### src/rtl/vadd_stream_pkg.sv
// Shared definitions for the streaming vector add/subtract block.
package vadd_stream_pkg;

  // Width of one fp32 lane inside a stream beat.
  localparam int LANE_W = 32;

  // Sequencer states: wait for start, issue beats, drain results, report done.
  typedef enum logic [1:0] {
    ST_IDLE  = 2'd0,
    ST_RUN   = 2'd1,
    ST_DRAIN = 2'd2,
    ST_DONE  = 2'd3
  } state_t;

endpackage

### src/rtl/vadd_stream_fifo.sv
// Synchronous output FIFO holding operator results until the master stream
// accepts them. Writes into a full FIFO and reads from an empty FIFO are ignored.
module vadd_stream_fifo
  import vadd_stream_pkg::*;
#(
  parameter int DEPTH = 16,
  parameter int WIDTH = 64
) (
  input  logic                     ap_clk,
  input  logic                     areset,
  input  logic                     wr_en,
  input  logic [WIDTH-1:0]         wr_data,
  input  logic                     rd_en,
  output logic [WIDTH-1:0]         rd_data,
  output logic [$clog2(DEPTH):0]   count,
  output logic                     empty
);

  localparam int AW = $clog2(DEPTH);
  localparam logic [AW:0] FULL_CNT = (AW+1)'(DEPTH);

  logic [WIDTH-1:0] mem [DEPTH];
  logic [AW-1:0]    wr_ptr;
  logic [AW-1:0]    rd_ptr;
  logic             wr_ok;
  logic             rd_ok;

  assign empty   = (count == '0);
  assign wr_ok   = wr_en && (count != FULL_CNT);
  assign rd_ok   = rd_en && !empty;
  assign rd_data = mem[rd_ptr];

  // Storage array; contents need no reset because count gates visibility.
  always_ff @(posedge ap_clk) begin
    if (wr_ok) mem[wr_ptr] <= wr_data;
  end

  // Pointers and occupancy; a simultaneous read and write keeps count unchanged.
  always_ff @(posedge ap_clk) begin
    if (areset) begin
      wr_ptr <= '0;
      rd_ptr <= '0;
      count  <= '0;
    end else begin
      if (wr_ok) wr_ptr <= wr_ptr + AW'(1);
      if (rd_ok) rd_ptr <= rd_ptr + AW'(1);
      case ({wr_ok, rd_ok})
        2'b10:   count <= count + (AW+1)'(1);
        2'b01:   count <= count - (AW+1)'(1);
        default: ;
      endcase
    end
  end

endmodule

### src/rtl/vadd_stream_seq.sv
// Streaming lane-wise add/subtract sequencer. Pairs beats from streams a and b,
// issues them to an external fixed-latency arithmetic pipeline, and returns the
// results on stream c through a credit-protected output FIFO.
//
// Handshake: a beat moves on any stream in a cycle where tvalid and tready are
// both high. Slave tready is only raised when a, b and FIFO credit are all
// available, so both input streams always advance together with op_valid.
module vadd_stream_seq
  import vadd_stream_pkg::*;
#(
  parameter int C_AXIS_TDATA_WIDTH = 64,
  parameter int NUM_LANES          = C_AXIS_TDATA_WIDTH / LANE_W,
  parameter int C_LEN_WIDTH        = 32,
  parameter int OP_LATENCY         = 4,
  parameter int FIFO_DEPTH         = 16
) (
  input  logic                            ap_clk,
  input  logic                            areset,
  input  logic                            ap_start,
  input  logic [C_LEN_WIDTH-1:0]          cfg_length,
  input  logic                            cfg_sub,
  output logic                            ap_idle,
  output logic                            ap_done,
  output logic                            ap_ready,
  output logic                            status_len_err,
  input  logic                            s_axis_a_tvalid,
  input  logic [C_AXIS_TDATA_WIDTH-1:0]   s_axis_a_tdata,
  output logic                            s_axis_a_tready,
  input  logic [C_AXIS_TDATA_WIDTH/8-1:0] s_axis_a_tkeep,
  input  logic                            s_axis_a_tlast,
  input  logic                            s_axis_b_tvalid,
  input  logic [C_AXIS_TDATA_WIDTH-1:0]   s_axis_b_tdata,
  output logic                            s_axis_b_tready,
  input  logic [C_AXIS_TDATA_WIDTH/8-1:0] s_axis_b_tkeep,
  input  logic                            s_axis_b_tlast,
  output logic                            m_axis_c_tvalid,
  output logic [C_AXIS_TDATA_WIDTH-1:0]   m_axis_c_tdata,
  input  logic                            m_axis_c_tready,
  output logic [C_AXIS_TDATA_WIDTH/8-1:0] m_axis_c_tkeep,
  output logic                            m_axis_c_tlast,
  output logic                            op_valid,
  output logic [C_AXIS_TDATA_WIDTH-1:0]   op_a,
  output logic [C_AXIS_TDATA_WIDTH-1:0]   op_b,
  output logic                            op_sub,
  input  logic                            res_valid,
  input  logic [C_AXIS_TDATA_WIDTH-1:0]   res_data
);

  localparam int CNT_W  = $clog2(FIFO_DEPTH) + 1;
  localparam int DISC_W = $clog2(OP_LATENCY + 1);
  localparam int KEEP_W = NUM_LANES * (LANE_W / 8);
  localparam logic [CNT_W:0] DEPTH_L = (CNT_W+1)'(FIFO_DEPTH);

  state_t                  state;
  state_t                  state_nxt;
  logic                    start_q;
  logic                    start_acc;
  logic [C_LEN_WIDTH-1:0]  len_q;
  logic                    sub_q;
  logic [C_LEN_WIDTH-1:0]  issue_cnt;
  logic [C_LEN_WIDTH-1:0]  issue_num;
  logic [C_LEN_WIDTH-1:0]  out_cnt;
  logic [C_LEN_WIDTH-1:0]  out_num;
  logic [CNT_W-1:0]        in_flight;
  logic [CNT_W-1:0]        fifo_count;
  logic                    fifo_empty;
  logic [DISC_W-1:0]       discard_cnt;
  logic                    has_credit;
  logic                    issue;
  logic                    last_issue;
  logic                    res_accept;
  logic                    out_fire;
  logic                    unused_keep;

  // Input tkeep carries no information for full-width fp32 beats.
  assign unused_keep = ^{s_axis_a_tkeep, s_axis_b_tkeep};

  // Occupancy plus results still in the pipeline must leave room in the FIFO.
  assign has_credit = ({1'b0, fifo_count} + {1'b0, in_flight}) < DEPTH_L;
  assign start_acc  = (state == ST_IDLE) && ap_start && !start_q;
  assign issue      = (state == ST_RUN) && s_axis_a_tvalid && s_axis_b_tvalid
                      && has_credit && !areset;
  assign issue_num  = issue_cnt + C_LEN_WIDTH'(1);
  assign last_issue = (issue_num == len_q);
  assign out_num    = out_cnt + C_LEN_WIDTH'(1);
  // Results right after a reset belong to a cancelled run and are dropped.
  assign res_accept = res_valid && (discard_cnt == '0) && (in_flight != '0) && !areset;
  assign out_fire   = m_axis_c_tvalid && m_axis_c_tready;

  assign s_axis_a_tready = issue;
  assign s_axis_b_tready = issue;
  assign op_valid        = issue;
  assign op_a            = s_axis_a_tdata;
  assign op_b            = s_axis_b_tdata;
  assign op_sub          = sub_q;

  assign m_axis_c_tvalid = !fifo_empty && !areset;
  assign m_axis_c_tkeep  = {KEEP_W{1'b1}};
  assign m_axis_c_tlast  = m_axis_c_tvalid && (out_num == len_q);

  assign ap_idle  = (state == ST_IDLE) || areset;
  assign ap_done  = (state == ST_DONE) && !areset;
  assign ap_ready = ap_done;

  // Next-state logic for the run sequencer.
  always_comb begin
    state_nxt = state;
    case (state)
      ST_IDLE:  if (start_acc) state_nxt = (cfg_length == '0) ? ST_DONE : ST_RUN;
      ST_RUN:   if (issue && last_issue) state_nxt = ST_DRAIN;
      ST_DRAIN: if (out_fire && m_axis_c_tlast) state_nxt = ST_DONE;
      ST_DONE:  state_nxt = ST_IDLE;
      default:  state_nxt = ST_IDLE;
    endcase
  end

  // State register, run configuration, beat counters and length-error flag.
  always_ff @(posedge ap_clk) begin
    if (areset) begin
      state          <= ST_IDLE;
      start_q        <= 1'b0;
      len_q          <= '0;
      sub_q          <= 1'b0;
      issue_cnt      <= '0;
      out_cnt        <= '0;
      status_len_err <= 1'b0;
    end else begin
      state   <= state_nxt;
      start_q <= ap_start;
      if (start_acc) begin
        len_q          <= cfg_length;
        sub_q          <= cfg_sub;
        issue_cnt      <= '0;
        out_cnt        <= '0;
        status_len_err <= 1'b0;
      end else begin
        if (issue) begin
          issue_cnt <= issue_num;
          if ((s_axis_a_tlast != last_issue) || (s_axis_b_tlast != last_issue))
            status_len_err <= 1'b1;
        end
        if (out_fire) out_cnt <= out_num;
      end
    end
  end

  // Outstanding-result counter and post-reset discard window.
  always_ff @(posedge ap_clk) begin
    if (areset) begin
      in_flight   <= '0;
      discard_cnt <= DISC_W'(OP_LATENCY);
    end else begin
      case ({issue, res_accept})
        2'b10:   in_flight <= in_flight + CNT_W'(1);
        2'b01:   in_flight <= in_flight - CNT_W'(1);
        default: ;
      endcase
      if (discard_cnt != '0) discard_cnt <= discard_cnt - DISC_W'(1);
    end
  end

  vadd_stream_fifo #(
    .DEPTH (FIFO_DEPTH),
    .WIDTH (C_AXIS_TDATA_WIDTH)
  ) u_fifo (
    .ap_clk  (ap_clk),
    .areset  (areset),
    .wr_en   (res_accept),
    .wr_data (res_data),
    .rd_en   (out_fire),
    .rd_data (m_axis_c_tdata),
    .count   (fifo_count),
    .empty   (fifo_empty)
  );

endmodule

### config.mk
export PLATFORM = sky130hd
export DESIGN_NAME = vadd_stream_seq
export DESIGN_NICKNAME = d
export VERILOG_FILES = /design/src/rtl/vadd_stream_pkg.sv /design/src/rtl/vadd_stream_fifo.sv /design/src/rtl/vadd_stream_seq.sv
export SDC_FILE = /design/constraint.sdc
export NUM_CORES = 1
export LEC_CHECK = 0
export CORE_MARGIN = 3
export CORE_UTILIZATION = 38
export CTS_CLUSTER_DIAMETER = 60
export DETAILED_ROUTE_END_ITERATION = 8
export GPL_TIMING_DRIVEN = 0
export REMOVE_ABC_BUFFERS = 1
export SLEW_MARGIN = 10
export SYNTH_ARGS = -nofsm -noshare
export SYNTH_HDL_FRONTEND = slang
export SYNTH_SLANG_ARGS = --single-unit
export TNS_END_PERCENT = 10
### constraint.sdc
create_clock -name ap_clk -period 9.5 [get_ports ap_clk]
set_clock_uncertainty 0.1 [all_clocks]
set_input_delay 1.9 -clock ap_clk [delete_from_list [all_inputs] [get_ports ap_clk]]
set_output_delay 1.9 -clock ap_clk [all_outputs]
set_load 0.03 [all_outputs]
==> results.cfg <==
[power]
clkPwrFrac = 0.430
p_int_mw = 8.20
fin_total_pwr_mw = 10.4
power.leakage_nw = 17.0
seq_power_share = 0.536
power.density_mw_per_mm2 = 189
switchingPower_mw = 2.22
max-vdd-ir-drop_mv = 0.146
switching_share = 0.213
power_frac_comb = 0.035

[routing]
detail-route-antenna-nets = 0
dr.pass1.iters = 5
drc = 0
drt-initial-drc-count = 2437
routed_via_density = 5.48
vias = 24300
post_drt_wl_per_cell_um = 28.6
routed_wl_um = 127000

[worst_hold_path]
holdCritPathClass = flop to flop

[sta]
worst_pin_slew_ns = 0.969
finalHoldViolCount = 0
hold_ws_ns = 0.370
finalCriticalPeriod_ns = 7.06
fmax_mhz = 142
drv_slew = 0
setup_viol = 0
rsz0062_at_grt = false
period_share = 0.743
relSlewSlack = 0.351
final.setup.tns_ns = 0

[finish]
nFillCells = 10300
fin_nets = 2986
stdcell_count = 4435
multi_input_area_mm2 = 0.0124
syn_to_final_growth_pct = 16.8
final_layout_size_suffix_gt1_frac = 0.227
seq_area_mm2 = 0.0333

[floorplan]
die_x_um = 358
row_count = 128
die_y_um = 358
io_pins = 460
dieArea_mm2 = 0.128
start_util = 0.385
coreArea_mm2 = 0.123

[clock_tree]
postCtsSetupBuffers = 0
cts_sinks = 1150
cts_hold_buf = 0
clk_pin_slew_worst_paths_ns = 0.04
cts.path.max_buffers = 3
htreeDepth = 3
cts_tree = done
cts_made_buffers = 120
cts_resized = 0
clock-root-buffer = clkbuf_16
clk_latency_ns = 0.71

[synth]
synthArstFlopShare = 0
ys_seq_elements = 1150
syn_avg_cell_area_um2 = 18.3
ys_types = 68
synth-edff-count = 1024
syn_inst = 2574
yosysSeqAreaShare = 0.705
synthesis.area_mm2 = 0.0472
ys_warn_count = 0
synth-main-ff-cell = edfxtp_1

[place]
dp.cells = 4212
dp_hpwl_um = 84900
place.gp.congestion = 0.857
portBuffers = 179

[critical_path]
crit_chain = buf_2 -> buf_12 -> nor4_1 -> nand4_1 -> a21o_1 -> inv_1 -> clkdlybuf4s50_1
cpPeakStageDelay_ns = 0.80
cp_num_buf_inv = 4
slowest_stage = clkdlybuf4s50_1
cp_data_required_time_ns = 7.50
criticalPathCategory = input pin to output pin
worstSetupStartpointType = input pin
critPathArrivalTime_ns = 5.06
cp-end-kind = output pin
cp_top_family = buffers and inverters
critPathMaxFanout = 47

[grt]
grt_pass1_vias = 24900
grt_usage = 0.197
grt_overflow_total = 0
grt_antenna_before_repair = 5
grt_max_degree = 66
grt_pass1_wl_um = 181000

[run]
maxCapViolCount = 0

[outcome]
outcome = finished, final reports clean
==> worst register-to-register path: stages (launching register included) <==
cell and delay [ns]:
dfxtp_1 0.46, ha_1 0.32, and3_1 0.41, nand4_1 0.52, o31a_1 0.50, a2111oi_0 0.64, o2111ai_1 0.27, a2111o_1 0.46
nor4_2 0.35, mux2i_1 0.26, o31ai_2 0.07
==> cell usage in the layout, fill, tap and decap left out, types with 67 or more instances in the layout <==
cell             Yosys  layout
nor2_1             121     108
mux4_2             320     320
edfxtp_1          1024    1024
a21oi_1             67      67
xor2_1              72      72
clkbuf_16            0     120
nand2_1            125     125
dfxtp_1            126     122
xnor2_1             75      75
clkdlybuf4s50_1      0     178
==> registers in the layout (all words and copies together), names as in the netlist, named ones only <==
name and count:
issue_cnt 32, u_fifo.count 5, len_q 32, discard_cnt 3
u_fifo.rd_ptr 4, status_len_err 1, in_flight 5, out_cnt 32
u_fifo.mem 1024, state 2, start_q 1, op_sub 1
u_fifo.wr_ptr 4
==> cell type report <==
| class | count | area share |
|---|---|---|
| diodes | 1 | 0.0000454 |
| clock buffers | 145 | 0.0567 |
| clock inverters | 77 | 0.0126 |
| inverters | 23 | 0.00157 |
| multi-input cells | 1131 | 0.224 |
| flip-flops and latches | 1150 | 0.604 |
| well taps | 1625 | 0.0369 |
| repair buffers | 283 | 0.0641 |
==> metal layers <==
metal  part of all wire  vias to the layer above  global-route usage
met1               0.41                    12800               0.259
met5             0.0086                        -              0.0532
li1                   -                    10400                   -
met2               0.45                      967               0.294
met4              0.019                       26              0.0428
met3               0.11                      170              0.0928
==> kinds of logic after synthesis <==
family,Yosys count,synth area share
adders and majority gates,27,0.00748
muxes,327,0.154
other,1,0.0000795
AOI/OAI and AO/OA,143,0.0189
buffers and inverters,300,0.0364
and+or+nand+nor,478,0.0502
DFF,1150,0.705
xor gates and xnor gates,148,0.0278
==> cells in the mapped netlist, types with 25 or more instances <==
| cell | instances | share of area |
|---|---|---|
| nand4_1 | 42 | 0.0056 |
| edfxtp_1 | 1024 | 0.65 |
| buf_4 | 149 | 0.024 |
| xor2_1 | 72 | 0.013 |
| nand2_1 | 125 | 0.0099 |
| nor2_1 | 121 | 0.0096 |
| nand3_1 | 46 | 0.0049 |
| ha_1 | 25 | 0.0066 |
| buf_1 | 35 | 0.0028 |
| mux4_2 | 320 | 0.15 |
| a21oi_1 | 67 | 0.0071 |
| clkbuf_1 | 83 | 0.0066 |
| dfxtp_1 | 126 | 0.053 |
| nor3_1 | 25 | 0.0027 |
| xnor2_1 | 75 | 0.014 |
==> power by group through the flow <==
stage	combinational (mW)	sequential, mW	clock [mW]
CTS	0.364	5.57	4.60
finish	0.361	5.58	4.48
global route	0.402	5.58	4.78
global placement	0.340	5.68	0
detailed placement	0.361	5.68	0
floorplan	0.190	5.66	0
==> worst paths after layout <==
| path | depth (start not counted) | from | slack, ns | end |
|---|---|---|---|---|
| min | 2 | op_sub | 0.37 | op_sub |
| max reg2reg | 10 | issue_cnt[0] | 5.02 | status_len_err |
| max | 7 | areset | 2.44 | op_valid |
| min reg2reg | 2 | op_sub | 0.37 | op_sub |
==> metrics by stage <==
stage          utilization  cell area (µm²)  setup slack (ns)
2_1_floorplan            -            45600             -4.18
3_3_place_gp         0.403            49400             -9.55
3_5_place_dp         0.419            51300              2.43
4_1_cts              0.450            55100              2.43
5_1_grt              0.450            55100              2.23
6_report             0.450            55100              2.44
(Power assumes the default switching activity.)
